===== src/rtl/placar_pkg.sv =====
// Shared scoreboard definitions: FSM encoding, BCD time record and limits,
// and the quarter-start load value helper.
package placar_pkg;

  localparam int BCD_W = 4;

  localparam logic [BCD_W-1:0] DIGIT_MAX_9 = BCD_W'(9);
  localparam logic [BCD_W-1:0] DIGIT_MAX_5 = BCD_W'(5);

  typedef enum logic [2:0] {
    IDLE  = 3'd0,
    RUN   = 3'd1,
    PAUSE = 3'd2,
    BUZZ  = 3'd3,
    BREAK = 3'd4,
    OVER  = 3'd5
  } state_t;

  typedef struct packed {
    logic [BCD_W-1:0] min_tens;
    logic [BCD_W-1:0] min_ones;
    logic [BCD_W-1:0] sec_tens;
    logic [BCD_W-1:0] sec_ones;
  } bcd_time_t;

  function automatic bcd_time_t load_time(input int unsigned minutes);
    bcd_time_t t;
    t.min_tens = BCD_W'(minutes / 10);
    t.min_ones = BCD_W'(minutes % 10);
    t.sec_tens = '0;
    t.sec_ones = '0;
    return t;
  endfunction

endpackage


===== src/rtl/game_timer_ctrl_if.sv =====
// Button/divider inputs and display/buzzer outputs of the game timer.
interface game_timer_ctrl_if;
  import placar_pkg::*;

  logic             tick_src;
  logic             start_pause;
  logic [BCD_W-1:0] min_tens;
  logic [BCD_W-1:0] min_ones;
  logic [BCD_W-1:0] sec_tens;
  logic [BCD_W-1:0] sec_ones;
  logic [2:0]       quarter;
  logic             running;
  logic             buzzer;
  logic             game_over;

  modport master (
    output tick_src, start_pause,
    input  min_tens, min_ones, sec_tens, sec_ones, quarter, running, buzzer, game_over
  );

  modport slave (
    input  tick_src, start_pause,
    output min_tens, min_ones, sec_tens, sec_ones, quarter, running, buzzer, game_over
  );

endinterface


===== src/rtl/game_timer_ctrl_tick_pulse.sv =====
// Rising-edge detector for a slow, already-synchronous divider tap.
module tick_pulse #(
  parameter logic RST_VAL = 1'b1
) (
  input  logic clk,
  input  logic rst_n,
  input  logic level,
  output logic pulse
);

  logic level_q;

  // NOTE: resetting the history to 1 means a level already high at reset
  // release is not mistaken for a fresh edge.
  always_ff @(posedge clk or negedge rst_n) begin
    if (!rst_n) level_q <= RST_VAL;
    else        level_q <= level;
  end

  assign pulse = level & ~level_q;

endmodule


===== src/rtl/game_timer_ctrl.sv =====
// Scoreboard game clock: per-quarter BCD countdown, start/pause, quarter
// sequencing and end-of-quarter buzzer. Single clock domain.
module game_timer_ctrl
  import placar_pkg::*;
#(
  parameter int QUARTER_MIN  = 10,  // 1..99
  parameter int NUM_QUARTERS = 4,   // 1..7
  parameter int BUZZ_TICKS   = 3
) (
  input  logic              clock_in,
  input  logic              reset_n,
  game_timer_ctrl_if.slave  bus
);

  localparam bcd_time_t LOAD_TIME = load_time(QUARTER_MIN);
  localparam bcd_time_t LAST_SEC  = '{min_tens: '0, min_ones: '0,
                                      sec_tens: '0, sec_ones: BCD_W'(1)};
  localparam int        BUZZ_W    = (BUZZ_TICKS > 1) ? $clog2(BUZZ_TICKS) : 1;
  localparam logic [BUZZ_W-1:0] BUZZ_LAST = BUZZ_W'(BUZZ_TICKS - 1);
  localparam logic [2:0]        LAST_Q    = 3'(NUM_QUARTERS);

  state_t            state;
  bcd_time_t         time_q;
  bcd_time_t         time_dec;
  logic [2:0]        quarter_q;
  logic [BUZZ_W-1:0] buzz_cnt;
  logic              running_q;
  logic              buzzer_q;
  logic              game_over_q;
  logic              tick;

  tick_pulse #(.RST_VAL(1'b1)) u_tick (
    .clk   (clock_in),
    .rst_n (reset_n),
    .level (bus.tick_src),
    .pulse (tick)
  );

  // One-second decrement with a per-digit borrow chain.
  // NOTE: time_dec is given a full default first so no path leaves it
  // unassigned and no latch is inferred.
  always_comb begin
    time_dec = time_q;
    if (time_q.sec_ones != '0) begin
      time_dec.sec_ones = time_q.sec_ones - BCD_W'(1);
    end else begin
      time_dec.sec_ones = DIGIT_MAX_9;
      if (time_q.sec_tens != '0) begin
        time_dec.sec_tens = time_q.sec_tens - BCD_W'(1);
      end else begin
        time_dec.sec_tens = DIGIT_MAX_5;
        if (time_q.min_ones != '0) begin
          time_dec.min_ones = time_q.min_ones - BCD_W'(1);
        end else begin
          time_dec.min_ones = DIGIT_MAX_9;
          time_dec.min_tens = time_q.min_tens - BCD_W'(1);
        end
      end
    end
  end

  // Status flags are set on the transition itself so they are registered
  // alongside the state rather than decoded from it.
  // NOTE: all state here uses non-blocking assignment so every register
  // samples the pre-edge values, regardless of statement order.
  always_ff @(posedge clock_in or negedge reset_n) begin
    if (!reset_n) begin
      state       <= IDLE;
      time_q      <= LOAD_TIME;
      quarter_q   <= 3'd1;
      buzz_cnt    <= '0;
      running_q   <= 1'b0;
      buzzer_q    <= 1'b0;
      game_over_q <= 1'b0;
    end else begin
      unique case (state)
        IDLE: begin
          if (bus.start_pause) begin
            state     <= RUN;
            running_q <= 1'b1;
          end
        end
        RUN: begin
          if (bus.start_pause) begin
            state     <= PAUSE;
            running_q <= 1'b0;
          end else if (tick) begin
            time_q <= time_dec;
            if (time_q == LAST_SEC) begin
              state     <= BUZZ;
              running_q <= 1'b0;
              buzzer_q  <= 1'b1;
              buzz_cnt  <= '0;
            end
          end
        end
        PAUSE: begin
          if (bus.start_pause) begin
            state     <= RUN;
            running_q <= 1'b1;
          end
        end
        BUZZ: begin
          if (tick) begin
            if (buzz_cnt == BUZZ_LAST) begin
              buzzer_q <= 1'b0;
              if (quarter_q == LAST_Q) begin
                state       <= OVER;
                game_over_q <= 1'b1;
              end else begin
                state <= BREAK;
              end
            end else begin
              buzz_cnt <= buzz_cnt + BUZZ_W'(1);
            end
          end
        end
        BREAK: begin
          if (bus.start_pause) begin
            time_q    <= LOAD_TIME;
            quarter_q <= quarter_q + 3'd1;
            state     <= RUN;
            running_q <= 1'b1;
          end
        end
        OVER: begin
        end
        default: begin
          state       <= IDLE;
          time_q      <= LOAD_TIME;
          quarter_q   <= 3'd1;
          running_q   <= 1'b0;
          buzzer_q    <= 1'b0;
          game_over_q <= 1'b0;
        end
      endcase
    end
  end

  assign bus.min_tens  = time_q.min_tens;
  assign bus.min_ones  = time_q.min_ones;
  assign bus.sec_tens  = time_q.sec_tens;
  assign bus.sec_ones  = time_q.sec_ones;
  assign bus.quarter   = quarter_q;
  assign bus.running   = running_q;
  assign bus.buzzer    = buzzer_q;
  assign bus.game_over = game_over_q;

endmodule


===== src/flat_wrapper.sv =====
// flat-port wrapper written by rule: the top's interface ports become plain ports
module game_timer_ctrl_flat import placar_pkg::*;
#(
  parameter int QUARTER_MIN  = 10,          
  parameter int NUM_QUARTERS = 4,          
  parameter int BUZZ_TICKS   = 3
)
  (clock_in, reset_n, bus_tick_src, bus_start_pause, bus_min_tens, bus_min_ones, bus_sec_tens, bus_sec_ones, bus_quarter, bus_running, bus_buzzer, bus_game_over);
  game_timer_ctrl_if bus_i ();
  input  logic clock_in;
  input  logic reset_n;
  input wire logic [$bits(bus_i.tick_src)-1:0] bus_tick_src;
  input wire logic [$bits(bus_i.start_pause)-1:0] bus_start_pause;
  output wire logic [$bits(bus_i.min_tens)-1:0] bus_min_tens;
  output wire logic [$bits(bus_i.min_ones)-1:0] bus_min_ones;
  output wire logic [$bits(bus_i.sec_tens)-1:0] bus_sec_tens;
  output wire logic [$bits(bus_i.sec_ones)-1:0] bus_sec_ones;
  output wire logic [$bits(bus_i.quarter)-1:0] bus_quarter;
  output wire logic [$bits(bus_i.running)-1:0] bus_running;
  output wire logic [$bits(bus_i.buzzer)-1:0] bus_buzzer;
  output wire logic [$bits(bus_i.game_over)-1:0] bus_game_over;
  assign bus_i.tick_src = bus_tick_src;
  assign bus_i.start_pause = bus_start_pause;
  assign bus_min_tens = bus_i.min_tens;
  assign bus_min_ones = bus_i.min_ones;
  assign bus_sec_tens = bus_i.sec_tens;
  assign bus_sec_ones = bus_i.sec_ones;
  assign bus_quarter = bus_i.quarter;
  assign bus_running = bus_i.running;
  assign bus_buzzer = bus_i.buzzer;
  assign bus_game_over = bus_i.game_over;
  game_timer_ctrl #(.QUARTER_MIN(QUARTER_MIN), .NUM_QUARTERS(NUM_QUARTERS), .BUZZ_TICKS(BUZZ_TICKS)) u_core (.clock_in(clock_in), .reset_n(reset_n), .bus(bus_i));
endmodule

===== config.mk =====
export PLATFORM = sky130hd
export DESIGN_NAME = game_timer_ctrl_flat
export DESIGN_NICKNAME = d
export VERILOG_FILES = /design/src/rtl/placar_pkg.sv /design/src/rtl/game_timer_ctrl_if.sv /design/src/rtl/game_timer_ctrl_tick_pulse.sv /design/src/rtl/game_timer_ctrl.sv /design/src/flat_wrapper.sv
export SDC_FILE = /design/constraint.sdc
export NUM_CORES = 1
export LEC_CHECK = 0
export ABC_AREA = 0
export CAP_MARGIN = 10
export CORE_ASPECT_RATIO = 0.75
export CORE_MARGIN = 5
export CORE_UTILIZATION = 55
export DETAILED_ROUTE_END_ITERATION = 8
export PLACE_DENSITY = 0.81
export RECOVER_POWER = 100
export SETUP_SLACK_MARGIN = 0.5
export SYNTH_ARGS = -nofsm -noshare
export SYNTH_HDL_FRONTEND = slang
export SYNTH_HIERARCHICAL = 1
export SYNTH_SLANG_ARGS = --single-unit

===== constraint.sdc =====
create_clock -name clock_in -period 3.03 [get_ports clock_in]
set_input_delay 0.7575 -clock clock_in [delete_from_list [all_inputs] [get_ports clock_in]]
set_output_delay 0.7575 -clock clock_in [all_outputs]
set_load 0.005 [all_outputs]

## Yosys cells after proc, flatten, opt, wreduce, memory -nomap -nowiden

Cells that the tools add are included.

- Input port bits: 4
- Output and inout bits: 22
- Flip-flop bits (word level): 28
- Word-level logic and storage cells: 109

- Reductions and logical operators: 21
- Bitwise operators: 8
- Add/subtract/negate cells: 6
- Mux-type cells: 41
- Equal/unequal tests: 22

Operators by type and width:

| kind | number |
|---|---|
| 2-to-1 mux 16 bit | 3 |
| one-hot mux 16 bit (3 select lines) | 1 |
| AND reduction 6 bit | 4 |
| 2-to-1 mux 3 bit | 7 |
| == test 16 x 1 -> 1 bit, second input constant | 1 |
| 2-to-1 mux 4 bit | 4 |
| subtractor 4 x 1 -> 4 bit, second input constant | 4 |
| 2-to-1 mux 1 bit | 13 |
| 2-to-1 mux 12 bit | 1 |
| != test 2 x 1 -> 1 bit, second input constant | 6 |
| != test 2 bit, second input constant | 6 |
| one-hot mux 3 bit (4 select lines) | 1 |
| AND reduction 4 bit | 3 |
| nonzero test 4 bit | 3 |
| 2-to-1 mux 2 bit | 5 |
| OR reduction 5 bit | 2 |
| == test 3 bit, second input constant | 3 |
| 2-to-1 mux 8 bit | 1 |
| OR reduction 4 bit | 2 |
| inverter 1 bit | 7 |
| AND reduction 7 bit | 1 |
| == test 3 x 2 -> 1 bit, second input constant | 2 |
| != test 3 x 2 -> 1 bit, second input constant | 2 |
| one-hot mux 1 bit (3 select lines) | 2 |
| other kinds (14) | 14 |

## Depth between registers and ports, before layout

Gate-level depths: netlist of the first run.

- Depth after elaboration: 7
- Mapped depth: 7
- Depth with buffers taken out: 7

## Cells and area by module

Netlist of the first run, hierarchy kept.

By module, submodules not included:

| module | instances | seq. area each (um2) | cells an instance | area an instance (um2) |
|---|---|---|---|---|
| game_timer_ctrl | 1 | 678.2 | 172 | 1615.3 |
| tick_pulse | 1 | 26.3 | 2 | 40.0 |

## Least setup slack after synthesis of the first run

OpenSTA, ideal clock, no wires.

- Path type: input port to flip-flop
- From: input bus_tick_src
- To: register u_core.state[1]
- Buffers on the path: 0
- Arrival time: 1898 ps
- Library setup time: 125 ps
- Stages: 5
- Required time: 2905 ps
- Slack: 1008 ps
- Cells stage by stage: nor2b_4 -> a21oi_1 -> or3_1 -> a32oi_1 -> mux2_2

- Cells in the longest elaborated chain, start to end: 3
- Elaborated cells between the ends (all ways): 4
- Classes of those cells: 2 x eq/ne; 1 x bitwise; 1 x reduce/logical

RTL lines:

| what | RTL line | source |
|---|---|---|
| start, declared | flat_wrapper.sv:12 | `input wire logic [$bits(bus_i.tick_src)-1:0] bus_tick_src;` |
| bitwise AND 1 bit * | game_timer_ctrl_tick_pulse.sv:20 | `assign pulse = level & ~level_q;` |
| != test 3 x 2 -> 1 bit (no source line) or != test 2 x 1 -> 1 bit (tied branches) | - |  |
| AND reduction 6 bit (no source line) * | - |  |
| end signal, assigned | game_timer_ctrl.sv:68 | `state <= IDLE;` |
| end signal, assigned | game_timer_ctrl.sv:79 | `state <= RUN;` |
| end signal, assigned | game_timer_ctrl.sv:85 | `state <= PAUSE;` |
| end, declared | game_timer_ctrl.sv:22 | `state_t state;` |

Mark *: on every way between the ends. The rest lies on a longest branch, timed or not.
A chain may end at the register's enable or synchronous reset.

## Worst setup path after layout of the first run

- From: input bus_start_pause
- To: register u_core.time_q, in the netlist u_core/bus.min_ones[2]

- Cells in the longest elaborated chain, start to end: 2
- Elaborated cells between the ends (all ways): 3
- Classes of those cells: 2 x eq/ne; 1 x reduce/logical

RTL lines:

| what | RTL line | source |
|---|---|---|
| start, declared | flat_wrapper.sv:13 | `input wire logic [$bits(bus_i.start_pause)-1:0] bus_start_pause;` |
| != test 2 bit (no source line) | - |  |
| AND reduction 6 bit (no source line) * | - |  |
| end signal, assigned | game_timer_ctrl.sv:88 | `time_q <= time_dec;` |
| end, declared | game_timer_ctrl.sv:23 | `bcd_time_t time_q;` |

Marks and branches as above.

==> metrics.yaml, run 1 <==
status:
  status: "finished with violations"
  violations: "max-capacitance violations, max-slew violations"
setup_path:
  start_kind: "primary input"
  required_ns: 3.21
  criticalPathCategory: "in2reg"
  cp-end-kind: "flip-flop"
  arrival_ns: 2.78
  path_max_fanout: 8
synthesis:
  synth_seq_cells: 28
  synth_area_mm2: 0.001655
  synth_flop_cell: "dfrtp_1"
  yosysUniqueCellTypes: 55
  yosysWarnings: 6
  synth_edf_count: 0
  synthArstFlopShare_pct: 100.0
  syn_nets: 186
  syn_inst: 174
  yosysSeqAreaShare_pct: 42.55
  syn_area_per_cell_um2: 9.513
drt:
  first_pass_iters: 6
  num_vias: 1393
  dr.first_iter.drc_count: 94
  vias_per_cell: 5.853
  wirelength_um: 3716
  route.detailed.wl_per_inst_um: 15.61
  drc_errors: 0
  postRouteAntennaNets: 0
floorplan:
  die_height_um: 57.51
  fp.dieW_um: 73.35
  ios: 26
  fp.dieArea_mm2: 0.004218
  initial_core_util_pct: 56.81
  rows: 17
  core_mm2: 0.002914
global_routing:
  overflow: 0
  grt_usage_pct: 18.91
  grt_pass1_vias: 1359
  antenna_found_initial: 0
  grt_pass1_wl_um: 6306
  grt_max_degree: 29
timing:
  finClkSkew_ns: 0.005318
  hold_viol_final: 0
  fmax_mhz: 383.9
  final_max_slew_viol_count: 29
  period_share_pct: 85.98
  setup_viol: 0
  rsz0062_at_grt: "false"
  setup_tns_ns: 0
  relSlewSlack_pct: -1.140
  tightest_slew_ns: 1.517
  min_period_ns: 2.605
worst_hold_path:
  hp-class: "reg2reg"
layout:
  antenna_cells: 0
  drive_gt1_share_pct: 8.500
  nets: 213
  fin_util_pct: 68.10
  final_common_cell: "dfrtp_1"
  final_cell_mix: "25 x dfrtp_1, 23 x dlygate4sd3_1, 16 x nor2_1"
  syn2layout_area_growth_pct: 19.88
power_and_ir_drop:
  leakage_nw: 0.8715
  powerDensity_mw_per_mm2: 952.5
  peakVddDrop_mv: 0.5957
cts:
  cts_hold_buf: 0
  insertion_delay_ns: 0.28
  clkSinkCount: 28
  clock_path_buffers: 2
  post_cts_resized: 0
  clk_pin_slew_ns: 0.10
  cts_root_buf: "clkbuf_8"
  htreeDepth: 1
  postCtsSetupBuffers: 0
  cts_tree: "yes"
  cts_inserted_buffers: 3
placement:
  numPortBuffers: 25
  dp_hpwl_um: 2694
  gp_congestion: 0.8311
job:
  maxCapViolations: 1
==> stage by stage <==
step / setup WS [ns] / cells / cell area (um2) / total power [W] / hold slack (ns)
floorplan: 1.008 / 174 / 1655 / 0.001331 / 0.4619
global placement: 0.4504 / 234 / 1937 / 0.001656 / 0.5132
detailed placement: 0.3832 / 234 / 1937 / 0.001699 / 0.5169
CTS: 0.6718 / 238 / 1992 / 0.001947 / 0.5356
global route: 0.3510 / 238 / 1984 / 0.002046 / 0.5451
finish: 0.4248 / 238 / 1984 / 0.001890 / 0.5320
==> path summary, 6_finish.rpt <==
| path | startpoint | endpoint | slack, ns | depth (start not counted) |
|---|---|---|---|---|
| max in group asynchronous | reset_n | u_core/bus.running | 0.78 | 2 |
| worst min register to register | u_core/bus.min_tens[3] | u_core/bus.min_tens[3] | 0.53 | 1 |
| min in group asynchronous | reset_n | u_core/bus.min_ones[0] | 1.37 | 2 |
| worst max-delay path | bus_start_pause | u_core/bus.min_ones[2] | 0.42 | 6 |
| worst max register to register | u_core/bus.sec_ones[0] | u_core/bus.min_tens[1] | 0.86 | 6 |
| worst min-delay path | u_core/bus.min_tens[3] | u_core/bus.min_tens[3] | 0.53 | 1 |
==> synthesized netlist by cell type, types with 2 or more instances <==
library cell	n	area, um2
o22ai_1	3	18.77
o21a_1	3	22.52
a41oi_1	2	17.52
clkbuf_1	2	7.510
nand3_1	2	10.01
dfstp_2	3	78.83
ha_1	8	100.1
nor3_1	3	15.01
or3_1	3	18.77
inv_1	14	52.55
a21oi_1	13	65.06
nor2b_1	2	12.51
nand2b_1	4	25.02
nand4_1	2	12.51
nand2_1	12	45.04
o21ai_1	3	15.01
dfrtp_1	25	625.6
a31oi_1	5	31.28
o21ai_0	12	60.06
a22o_1	2	17.52
a21o_1	2	15.01
nor2_1	16	60.06
==> worst max-delay path: stages <==
cell           delay, ns
dlygate4sd3_1       0.64
nor2b_1             0.15
clkbuf_1            0.32
o21ai_0             0.25
a21o_4              0.32
a2111oi_2           0.34
==> metal layers <==
metal	global-route usage (%)	vias up	share of wire [%]
li1	-	680	-
met1	26.21	667	49
met2	29.04	44	46
met3	5.810	2	5.0
met4	4.393	0	0.32
met5	0	-	0
==> power by group <==
part           switching (W)  leakage (nW)  internal, W
combinational       0.000474         0.499     0.000469
sequential          0.000198         0.343     0.000515
clock               0.000117        0.0288     0.000116
total               0.000790         0.872      0.00110
==> layout make-up <==
type                       instances  area, um2
timing repair buffer              27      257.7
inverter                          14      52.55
tap                               38      47.55
fill                             220      929.6
multi-input combinational        127      867.1
sequential                        28      704.4
clock buffer                       4      55.05
==> registers in the layout, indices dropped and copies added, names as in the netlist <==
name	count
u_core/bus.quarter	3
u_core/bus.sec_ones	4
u_core/state	3
u_core/bus.buzzer	1
u_core/u_tick/level_q	1
u_core/bus.running	1
u_core/bus.game_over	1
u_core/bus.min_ones	4
u_core/buzz_cnt	2
u_core/bus.min_tens	4
u_core/bus.sec_tens	4
==> cell families after synthesis <==
group                      after synthesis  share of synthesized area, %
xor gates and xnor gates                 2                         1.058
DFF                                     28                         42.56
buffers and inverters                   19                         5.064
adders and majority gates                8                         6.047
and+or+nand+nor                         58                         20.94
muxes                                    1                        0.6802
AOI/OAI and AO/OA                       58                         23.66
No activity file was read; power rests on OpenSTA's default activity.
==> inputs of run 2 (changes only) <==
- CORE_UTILIZATION: 55 -> 57
- PLACE_DENSITY: 0.81 -> 0.84
==> run 2 against run 1 <==
Effect of this change:
- the flow still finishes with violations (max-capacitance violations, max-slew violations)
- fmax rose by 4.1%
- combinational power decreased by 0.4%
- register-to-register slack worse by 0.05 ns
- total power rose by 3.4%
- clock power increased by 29%
- critical path type unchanged
- largest cell class unchanged
==> metrics.yaml, run 2 (synthesized netlist as in run 1, its figures left out) <==
status:
  status: "finished with violations"
  violations: "max-capacitance violations, max-slew violations"
timing:
  setup_tns_ns: 0
  hold_viol_final: 0
  finClkSkew_ns: 0.002067
  relSlewSlack_pct: -2.891
  final_max_slew_viol_count: 29
  fmax_mhz: 399.6
  setup_viol: 0
  period_share_pct: 82.60
  min_period_ns: 2.503
  rsz0062_at_grt: "false"
  tightest_slew_ns: 1.543
floorplan:
  rows: 16
  fp.dieW_um: 72.23
  core_mm2: 0.002703
  ios: 26
  fp.dieArea_mm2: 0.004093
  initial_core_util_pct: 61.25
  die_height_um: 56.67
drt:
  dr_wl_met2_um: 1729
  wl_met1_um: 1853
  wirelength_um: 3822
  top_layer: "met4"
  vias_per_cell: 5.856
  met3WireLength_um: 202
  route.detailed.wl_per_inst_um: 16.19
  dr.first_iter.drc_count: 122
  drc_errors: 0
  first_pass_iters: 5
  postRouteAntennaNets: 0
  num_vias: 1382
cts:
  insertion_delay_ns: 0.28
  clock_path_buffers: 2
  htreeDepth: 1
  cts_hold_buf: 0
  clkSinkCount: 28
  postCtsSetupBuffers: 0
  cts_root_buf: "clkbuf_8"
  cts_inserted_buffers: 3
  clk_pin_slew_ns: 0.10
  cts_tree: "yes"
  post_cts_resized: 0
setup_path:
  critPathTopFamily: "compound AO/OA/AOI/OAI gates"
  required_ns: 3.19
  arrival_ns: 2.66
  path_max_fanout: 7
  cp.depth: 6
  start_kind: "primary input"
  cp_num_buf_inv: 1
  critical_path.most_common_cell: "nand2b_1"
  cp_cell_sequence: "dlygate4sd3_1 -> nor2b_4 -> nand2b_1 -> nand2b_1 -> a21o_1 -> a2111oi_0"
  cp-end-kind: "flip-flop"
  criticalPathCategory: "in2reg"
  reg2reg_depth: 5
  cp_slowest_cell: "dlygate4sd3_1"
  crit_path_max_incr_delay_ns: 0.55
placement:
  gp_congestion: 0.8757
  dpl-instance-area_mm2: 0.001934
  dpl.cell_count: 232
  numPortBuffers: 25
  dp_hpwl_um: 2670
global_routing:
  grt_pass1_vias: 1418
  grt_pass1_wl_um: 6713
  grt_max_degree: 29
  antenna_found_initial: 0
  grt_usage_pct: 20.41
  overflow: 0
layout:
  instances_no_fill: 236
  final_common_cell: "dfrtp_1"
  fin_util_pct: 73.43
  final_area_mm2: 0.001984
  drive_gt1_share_pct: 7.500
  final_cell_mix: "25 x dfrtp_1, 23 x dlygate4sd3_1, 16 x nor2_1"
  antenna_cells: 0
  nFillCells: 193
  syn2layout_area_growth_pct: 19.88
  nets: 213
power_and_ir_drop:
  powerDensity_mw_per_mm2: 985.3
  fin_total_pwr_w: 0.001955
  leakage_nw: 0.8753
  peakVddDrop_mv: 0.6267
worst_hold_path:
  holdPathStages: 1
  hp-class: "reg2reg"
job:
  maxCapViolations: 1
-- run 2: layout make-up --
cell class / instances / area [um2] / area share (%)
Timing Repair Buffer: 27 / 257.7 / 12.99
Multi-Input combinational cell: 127 / 853.3 / 43.00
Tap cell: 36 / 45.04 / 2.270
Clock inverter: 1 / 30.03 / 1.513
Inverter: 14 / 52.55 / 2.648
Sequential cell: 28 / 704.4 / 35.50
Clock buffer: 3 / 41.29 / 2.081
-- run 2: per-stage QoR --
stage	worst slack (ns)	hold slack, ns
6_report	0.5273	0.5290
5_1_grt	0.3937	0.5634
4_1_cts	0.7061	0.5312
3_5_place_dp	0.4206	0.5202
3_3_place_gp	0.4555	0.5085
2_1_floorplan	1.008	0.4619
-- run 2: final timing paths --
| path | startpoint | to | slack, ns |
|---|---|---|---|
| min | u_core/bus.min_tens[3] | u_core/bus.min_tens[3] | 0.53 |
| min reg2reg | u_core/bus.min_tens[3] | u_core/bus.min_tens[3] | 0.53 |
| max reg2reg | u_core/state[1] | u_core/bus.min_ones[2] | 0.81 |
| min in group asynchronous | reset_n | u_core/bus.sec_tens[0] | 1.37 |
| max | bus_tick_src | u_core/bus.min_ones[2] | 0.53 |
| max in group asynchronous | reset_n | u_core/buzz_cnt[1] | 0.76 |
-- run 2: where the power goes --
part / internal [W] / switching [W] / leakage, nW
Combinational: 0.000462 / 0.000477 / 0.496
Sequential: 0.000515 / 0.000200 / 0.343
Clock: 0.000177 / 0.000124 / 0.0357
Total: 0.00115 / 0.000801 / 0.875
-- run 2: per-layer routing --
layer | vias up | GRT usage (%)
met5 | - | 0
met4 | 0 | 4.826
met3 | 4 | 5.348
met2 | 45 | 31.00
met1 | 651 | 28.84
li1 | 682 | -
